**config.mk**
```make
export PLATFORM = sky130hd
export DESIGN_NAME = onehot_decode_seq
export DESIGN_NICKNAME = d
export VERILOG_FILES = /design/src/rtl/onehot_decode_seq.sv
export SDC_FILE = /design/constraint.sdc
export NUM_CORES = 1
export LEC_CHECK = 0
export CORE_UTILIZATION = 41
export DETAILED_ROUTE_END_ITERATION = 8
export PLACE_DENSITY = 0.84
export SLEW_MARGIN = 20
export SYNTH_ARGS = -nofsm -noshare
export SYNTH_HDL_FRONTEND = slang
export SYNTH_SLANG_ARGS = --single-unit
```
**constraint.sdc**
```tcl
create_clock -name CLK -period 1.75 [get_ports CLK]
set_clock_uncertainty 0.2 [all_clocks]
set_input_delay 0.35 -clock CLK [delete_from_list [all_inputs] [get_ports CLK]]
set_output_delay 0.35 -clock CLK [all_outputs]
set_load 0.05 [all_outputs]
```
**src/rtl/onehot_decode_seq.sv**
```systemverilog
// onehot_decode_seq: 4-bit loadable up/down code register with a registered
// 16-bit one-hot decode and a one-cycle wrap pulse.
// Optional feature macro: ONEHOT_DWELL_EN (adds an 8-bit dwell counter so a
// step is taken only every DWELL enabled cycles).
// Bit order: D[0], C[0] are the MSB; Q[i]=1 iff C==i, so Q[0] is the leftmost bit.
module onehot_decode_seq #(
  parameter int unsigned WIDTH = 4,
  parameter int unsigned OUTS  = 16,
  parameter int unsigned DWELL = 1
) (
  input  logic             CLK,
  input  logic             RST_N,
  input  logic             LOAD,
  input  logic [0:WIDTH-1] D,
  input  logic             EN,
  input  logic             UP,
  output logic [0:WIDTH-1] C,
  output logic [0:OUTS-1]  Q,
  output logic             WRAP
);

  localparam logic [0:WIDTH-1] CODE_MAX = '1;
  localparam logic [0:WIDTH-1] CODE_MIN = '0;
  localparam logic [0:OUTS-1]  Q_RESET  = OUTS'(1) << (OUTS - 1);

  // Reject parameter sets this revision does not support.
  if (WIDTH != 4 || OUTS != (2 ** WIDTH) || DWELL < 1 || DWELL > 256) begin : g_bad_cfg
    $error("onehot_decode_seq: unsupported WIDTH/OUTS/DWELL combination");
  end

  logic [0:WIDTH-1] code_q, code_d;
  logic [0:OUTS-1]  onehot_q, onehot_d;
  logic             wrap_q, wrap_d;
  logic             step_c;

`ifdef ONEHOT_DWELL_EN
  localparam int unsigned         DCNT_W     = 8;
  localparam logic [DCNT_W-1:0]   DWELL_LAST = DCNT_W'(DWELL - 1);

  logic [DCNT_W-1:0] dwell_q, dwell_d;

  // Dwell pacing: count enabled cycles, qualify a step on the last one; LOAD clears.
  always_comb begin
    dwell_d = dwell_q;
    step_c  = 1'b0;
    if (LOAD) begin
      dwell_d = '0;
    end else if (EN) begin
      if (dwell_q == DWELL_LAST) begin
        dwell_d = '0;
        step_c  = 1'b1;
      end else begin
        dwell_d = dwell_q + DCNT_W'(1);
      end
    end
  end

  // Dwell counter register; EN=0 simply holds the count.
  always_ff @(posedge CLK or negedge RST_N) begin
    if (!RST_N) begin
      dwell_q <= '0;
    end else begin
      dwell_q <= dwell_d;
    end
  end
`else
  // Without pacing, every enabled non-load cycle is a step.
  always_comb begin
    step_c = EN & ~LOAD;
  end
`endif

  // Next code, wrap flag and one-hot decode of the next code (LOAD > step > hold).
  always_comb begin
    code_d   = code_q;
    wrap_d   = 1'b0;
    onehot_d = '0;
    if (LOAD) begin
      code_d = D;
    end else if (step_c) begin
      if (UP) begin
        code_d = code_q + WIDTH'(1);
        wrap_d = (code_q == CODE_MAX);
      end else begin
        code_d = code_q - WIDTH'(1);
        wrap_d = (code_q == CODE_MIN);
      end
    end
    onehot_d[code_d] = 1'b1;
  end

  // Output registers; Q is decoded from code_d so it lands with C.
  always_ff @(posedge CLK or negedge RST_N) begin
    if (!RST_N) begin
      code_q   <= '0;
      onehot_q <= Q_RESET;
      wrap_q   <= 1'b0;
    end else begin
      code_q   <= code_d;
      onehot_q <= onehot_d;
      wrap_q   <= wrap_d;
    end
  end

  assign C    = code_q;
  assign Q    = onehot_q;
  assign WRAP = wrap_q;

endmodule

```
==> results of run 1 <==
## power breakdown
part	internal [W]	switching, W	leakage (nW)
sequential	0.000538	0.0000508	0.274
clock	0.0000859	0.000167	0.0177
combinational	0.000471	0.000511	0.529
total	0.00110	0.000728	0.821
## through the flow
stage          TNS, ns  total power (W)  cell area [um^2]    util
2_1_floorplan   -4.364        0.0009741              1006       -
3_3_place_gp    -13.44         0.001322              1627  0.7283
3_5_place_dp    -14.51         0.001341              1627  0.7283
4_1_cts         -4.628         0.001647              1757  0.7866
5_1_grt         -7.114         0.001885              1882  0.8426
6_report        -6.446         0.001824              1882  0.8426
## cell families (layout without fill, tap and decap cells)
logic type / Yosys count / after routing / share of synthesized area
AO/OA/AOI/OAI: 8 / 8 / 0.07664
XOR/XNOR: 3 / 3 / 0.02682
adder cells (fa/ha/maj): 3 / 3 / 0.04597
buffers and inverters: 6 / 58 / 0.02426
flip-flops: 21 / 21 / 0.5377
multiplexers: 5 / 6 / 0.07790
AND/OR/NAND/NOR: 37 / 37 / 0.2107
## sequential cells by signal (all words and copies together), names as in the netlist
| register | count |
|---|---|
| C | 4 |
| Q | 16 |
| WRAP | 1 |
## path summary, 6_finish.rpt
| path | cells past startpoint | to | start | slack (ns) |
|---|---|---|---|---|
| setup reg to reg | 6 | Q[3] | C[2] | -0.48 |
| setup / recovery | 6 | Q[3] | C[2] | -0.48 |
| hold reg to reg | 3 | WRAP | C[0] | 0.63 |
| hold / removal | 2 | Q[13] | RST_N | 0.17 |
| max in group asynchronous | 2 | Q[0] | RST_N | 0.91 |
| min in group CLK | 5 | WRAP | UP | 0.55 |
## routing by layer
layer,up-vias,GRT usage,routed length (um)
met5,-,0,0
met4,0,0.1250,44
met3,5,0.03274,169
met2,56,0.4022,1922
met1,469,0.2733,1316
li1,394,-,-
## synth_stat cells, drive strengths merged
library cell  instances  share of area
dfrtp                20           0.51
nand2                 9          0.034
nor3                  8          0.041
nor3b                 8          0.061
inv                   5          0.019
mux2i                 4          0.066
nor2                  3          0.011
o21ai                 3          0.019
xor2                  3          0.027
and2                  2          0.013
ha                    2          0.026
nor2b                 2          0.013
a21boi                1         0.0077
a21o                  1         0.0077
a21oi                 1          0.017
a221oi                1          0.015
a32o                  1          0.010
and3                  1         0.0064
buf                   1         0.0051
dfstp                 1          0.027
fa                    1          0.020
mux2                  1          0.011
nand3                 1         0.0051
or3                   1         0.0064
or3b                  1          0.011
or4                   1         0.0077
## timing repair
action / 4_1_cts / 5_1_grt
gates resized for setup: 18 / 14
endpoints found under the setup margin: 19 / 20
pin swaps: 6 / 12
buffers inserted: 2 / 6
gates cloned: 1 / 0
## area by class of cell
cell class | count | area share
clock inverters | 1 | 0.002660
flip-flops and latches | 21 | 0.2819
multi-input cells | 57 | 0.3092
repair buffers | 49 | 0.3644
well taps | 28 | 0.01862
clock buffers | 3 | 0.01197
inverters | 5 | 0.01130
## worst max-delay path: stages, from the launching register on
cell and delay [ns]:
dfrtp_2 0.47, fa_2 0.36, xor2_1 0.16, a221oi_2 0.34, buf_4 0.19, nand2_2 0.09
nor3b_1 0.31
==> qor.csv, run 1 <==
stage;metric;value;unit
yosys;syn_nets;95;
global_route;gr-total-overflow;0;
final_layout;diodes;0;
drt;vias;924;
clock_tree;cts.path.max_buffers;2;
placement;hpwlAfterDp;1.756;mm
yosys;ys_seq_area_frac;0.5377;
global_route;grt_pass1_wl;4.215;mm
sta;rsz0062_at_grt;true;
clock_tree;insertion_delay;0.33;ns
power;pwr_density_cell;969.3;mW/mm^2
clock_tree;cts_hold_buffers;0;
placement;dp_slack;-0.8267;ns
final_layout;final_layout_size_suffix_gt1_frac;0.6029;
clock_tree;numCtsBuffers;3;
sta;worstMarginPinSlew;0.5601;ns
setup_path;path_class;reg -> reg;
setup_path;critPathLaunchType;register;
sta;setup_viol;19;
final_layout;nNetsFinal;149;
drt;drt_wl_total;3.453;mm
sta;hold_viol;0;
setup_path;cp.required;1.77;ns
setup_path;end_kind;register;
final_layout;nFillCells;108;
yosys;ys_ff_latch;21;
clock_tree;cts_root_buf;clkbuf_4;
sta;whs;0.1652;ns
clock_tree;cts.reportedPaths.clkPinSlew;0.13;ns
outcome;status;complete, but fails checks;
flow_run;cap_violations;0;
drt;drcViolationCount;0;
sta;period_minus_slack;2.228;ns
setup_path;crit_path_max_fanout;4;
floorplan;core.rowCount;17;
global_route;grt_pass1_vias;887;
final_layout;final_cell_mix;buf_12, dfrtp_1, buf_4;
final_layout;multi_input_area;581.8;um^2
power;peakVddDrop;805.3;uV
floorplan;io_pins;30;
final_layout;fin_cells;164;
placement;routabilityCongestion;0.8185;
sta;fin_ws;-0.4782;ns
yosys;yosysWarnings;0;
clock_tree;clkSinkCount;21;
yosys;syn_inst;83;
sta;slew_viol_final;0;
hold_path;hold_class;in -> async;
final_layout;regArea;530.5;um^2
clock_tree;htree_num_levels;1;
placement;dp_cells;151;
drt;viasPerCell;5.634;
global_route;grtUsageTotal;0.2305;
final_layout;final_common_cell;buf_12;
sta;fin_crit_sh;1.273;
yosys;synthesis.area;979.7;um^2
yosys;synth.distinct_cells;28;
yosys;syn_avg_cell_area;11.80;um^2
floorplan;die_h;50.88;um
outcome;violations;negative setup slack;
sta;clock.fmax;0.4488;GHz
final_layout;area_growth;92.08;%
floorplan;core_area;0.002233;mm^2
drt;routedWlPerCell;21.05;um
placement;portBuffers;29;
floorplan;initial_core_util;0.4387;
drt;drtPass1Iterations;4;
global_route;grt_max_degree;22;
drt;drt_iter0_drc;43;
global_route;antenna_found_initial;0;
floorplan;dieWidth;50.88;um
sta;slew_headroom;0.6232;
power;power.leakage;0.8210;nW
clock_tree;cts_tree;yes;
drt;antenna_left;0;
floorplan;die-area;0.002589;mm^2
setup_path;worst_ep_arrival_time;2.25;ns
(Power assumes the default switching activity.)
==> run 2, diff against run 1 <==
--- a/config.mk
+++ b/config.mk
@@ -5,6 +5,7 @@
 export SDC_FILE = /design/constraint.sdc
 export NUM_CORES = 1
 export LEC_CHECK = 0
+export CORE_MARGIN = 2
 export CORE_UTILIZATION = 41
 export DETAILED_ROUTE_END_ITERATION = 8
 export PLACE_DENSITY = 0.84
@@ -12,3 +13,4 @@
 export SYNTH_ARGS = -nofsm -noshare
 export SYNTH_HDL_FRONTEND = slang
 export SYNTH_SLANG_ARGS = --single-unit
+export TNS_END_PERCENT = 1
==> qor.csv, run 2 (same netlist as run 1, synthesis figures left out) <==
stage;metric;value;unit;change
outcome;status;complete, but fails checks;;
outcome;violations;negative setup slack;;
setup_path;end_kind;register;;
final_layout;largest_register_ffs;16;;unchanged
clock_tree;cts.path.max_buffers;2;;unchanged
placement;portBuffers;29;;unchanged
global_route;grt_pass1_wl;4.098;mm;-2.8%
drt;drtPass1Iterations;4;;unchanged
sta;fin_crit_sh;1.199;;-0.07389
floorplan;core_area;0.002233;mm^2;unchanged
global_route;grtUsageTotal;0.2078;;-0.02272
final_layout;final_cell_mix;buf_12, dfrtp_1, buf_4;;
clock_tree;insertion_delay;0.30;ns;-0.03 ns
placement;hpwlAfterDp;1.901;mm;+8.2%
placement;dp_cells;152;;+0.66%
clock_tree;cts_root_buf;clkbuf_4;;
drt;drcViolationCount;0;;unchanged
floorplan;die_h;52.88;um;+3.9%
sta;slew_headroom;0.7708;;+0.1476
clock_tree;htree_num_levels;1;;unchanged
final_layout;fin_cells;157;;-4.3%
global_route;gr-total-overflow;0;;unchanged
floorplan;io_pins;30;;unchanged
sta;worstMarginPinSlew;0.3366;ns;-0.2235 ns
setup_path;path_class;reg -> reg;;
setup_path;worst_ep_arrival_time;2.12;ns;-0.13 ns
setup_path;critPathLaunchType;register;;
setup_path;cp.required;1.77;ns;about the same
power;peakVddDrop;672.5;uV;-16%
global_route;antenna_found_initial;0;;unchanged
sta;hold_viol;0;;unchanged
setup_path;timing.rr.start;C[2];;
drt;drt_iter0_drc;12;;-72%
clock_tree;numCtsBuffers;3;;unchanged
clock_tree;cts.reportedPaths.clkPinSlew;0.11;ns;-0.02 ns
final_layout;final_layout_size_suffix_gt1_frac;0.4651;;-0.1378
sta;rsz0062_at_grt;true;;
drt;viasPerCell;5.261;;-6.6%
floorplan;dieWidth;52.88;um;+3.9%
setup_path;crit_path_max_fanout;4;;unchanged
flow_run;cap_violations;0;;unchanged
final_layout;nNetsFinal;142;;-4.7%
sta;slew_viol_final;0;;unchanged
power;pwr_density_cell;959.1;mW/mm^2;-1.1%
clock_tree;clkSinkCount;21;;unchanged
hold_path;hold_class;in -> async;;
drt;vias;826;;-11%
final_layout;area_growth;71.65;%;
global_route;grt_pass1_vias;907;;+2.3%
sta;setup_viol;19;;unchanged
drt;antenna_left;0;;unchanged
sta;fin_ws;-0.3489;ns;+0.1293 ns
setup_path;critPathLaunch;C[2];;
sta;period_minus_slack;2.099;ns;-0.1293 ns
final_layout;final_common_cell;buf_12;;
drt;routedWlPerCell;16.03;um;-24%
floorplan;die-area;0.002796;mm^2;+8.0%
clock_tree;cts_tree;yes;;
sta;clock.fmax;0.4765;GHz;+6.2%
placement;dp_slack;-0.8347;ns;-0.008026 ns
power;power.leakage;0.7558;nW;-7.9%
global_route;grt_max_degree;22;;unchanged
drt;drt_wl_total;2.516;mm;-27%
placement;routabilityCongestion;0.8084;;-1.2%
setup_path;rrSetupSlack;-0.35;ns;+0.13 ns
final_layout;diodes;0;;unchanged
floorplan;initial_core_util;0.4387;;unchanged
floorplan;core.rowCount;17;;unchanged
run 2: worst max-delay path: stages (launching register included):
cell and delay (ns):
dfrtp_2 0.46, fa_2 0.38, xor2_1 0.16, a221oi_2 0.36, nand2_1 0.20, nor3b_1 0.25
run 2: path summary, 6_finish.rpt:
kind,to,cells past startpoint
setup / recovery,Q[3],5
hold / removal,Q[7],2
setup reg to reg,Q[3],5
hold reg to reg,WRAP,3
max in group asynchronous,Q[0],2
min in group CLK,WRAP,5
run 2: report_power, final:
group | switching (W) | internal [W] | leakage, nW
sequential | 0.0000463 | 0.000538 | 0.274
clock | 0.000146 | 0.0000852 | 0.0177
combinational | 0.000423 | 0.000374 | 0.464
total | 0.000615 | 0.000998 | 0.756
run 2: repair_timing:
action / 4_1_cts / 5_1_grt
setup endpoints to repair: 19 / 19
hold buffers: 0 / 0
gates resized for setup: 4 / 2
setup buffers: 1 / 0
pin swaps: 4 / 3
run 2: area by class of cell:
class / count / area (um^2)
Clock buffer: 3 / 22.52
Clock inverter: 1 / 5.005
Fill cell: 146 / 551.8
Inverter: 5 / 18.77
Multi-Input combinational cell: 56 / 465.4
Sequential cell: 21 / 530.5
Tap cell: 28 / 35.03
Timing Repair Buffer: 43 / 604.3
run 2: per-stage QoR:
step / setup TNS, ns / instance area [um^2] / util / hold WS (ns) / total power, W
floorplan: -4.505 / 1006 / - / -0.1456 / 0.0009742
global placement: -13.42 / 1634 / 0.7317 / 0.5055 / 0.001334
detailed placement: -14.78 / 1634 / 0.7317 / 0.5334 / 0.001357
CTS: -4.621 / 1677 / 0.7507 / 0.2039 / 0.001600
global route: -6.826 / 1682 / 0.7529 / 0.2302 / 0.001670
finish: -5.493 / 1682 / 0.7529 / 0.1895 / 0.001613
run 2: metal layers:
metal  up-vias  routed length (um)  GRT usage
met1       410                 995     0.2514
met2        31                1377     0.3854
met5         -                   0          0
met4         0                  26    0.05556
li1        379                   -          -
met3         6                 116    0.02542
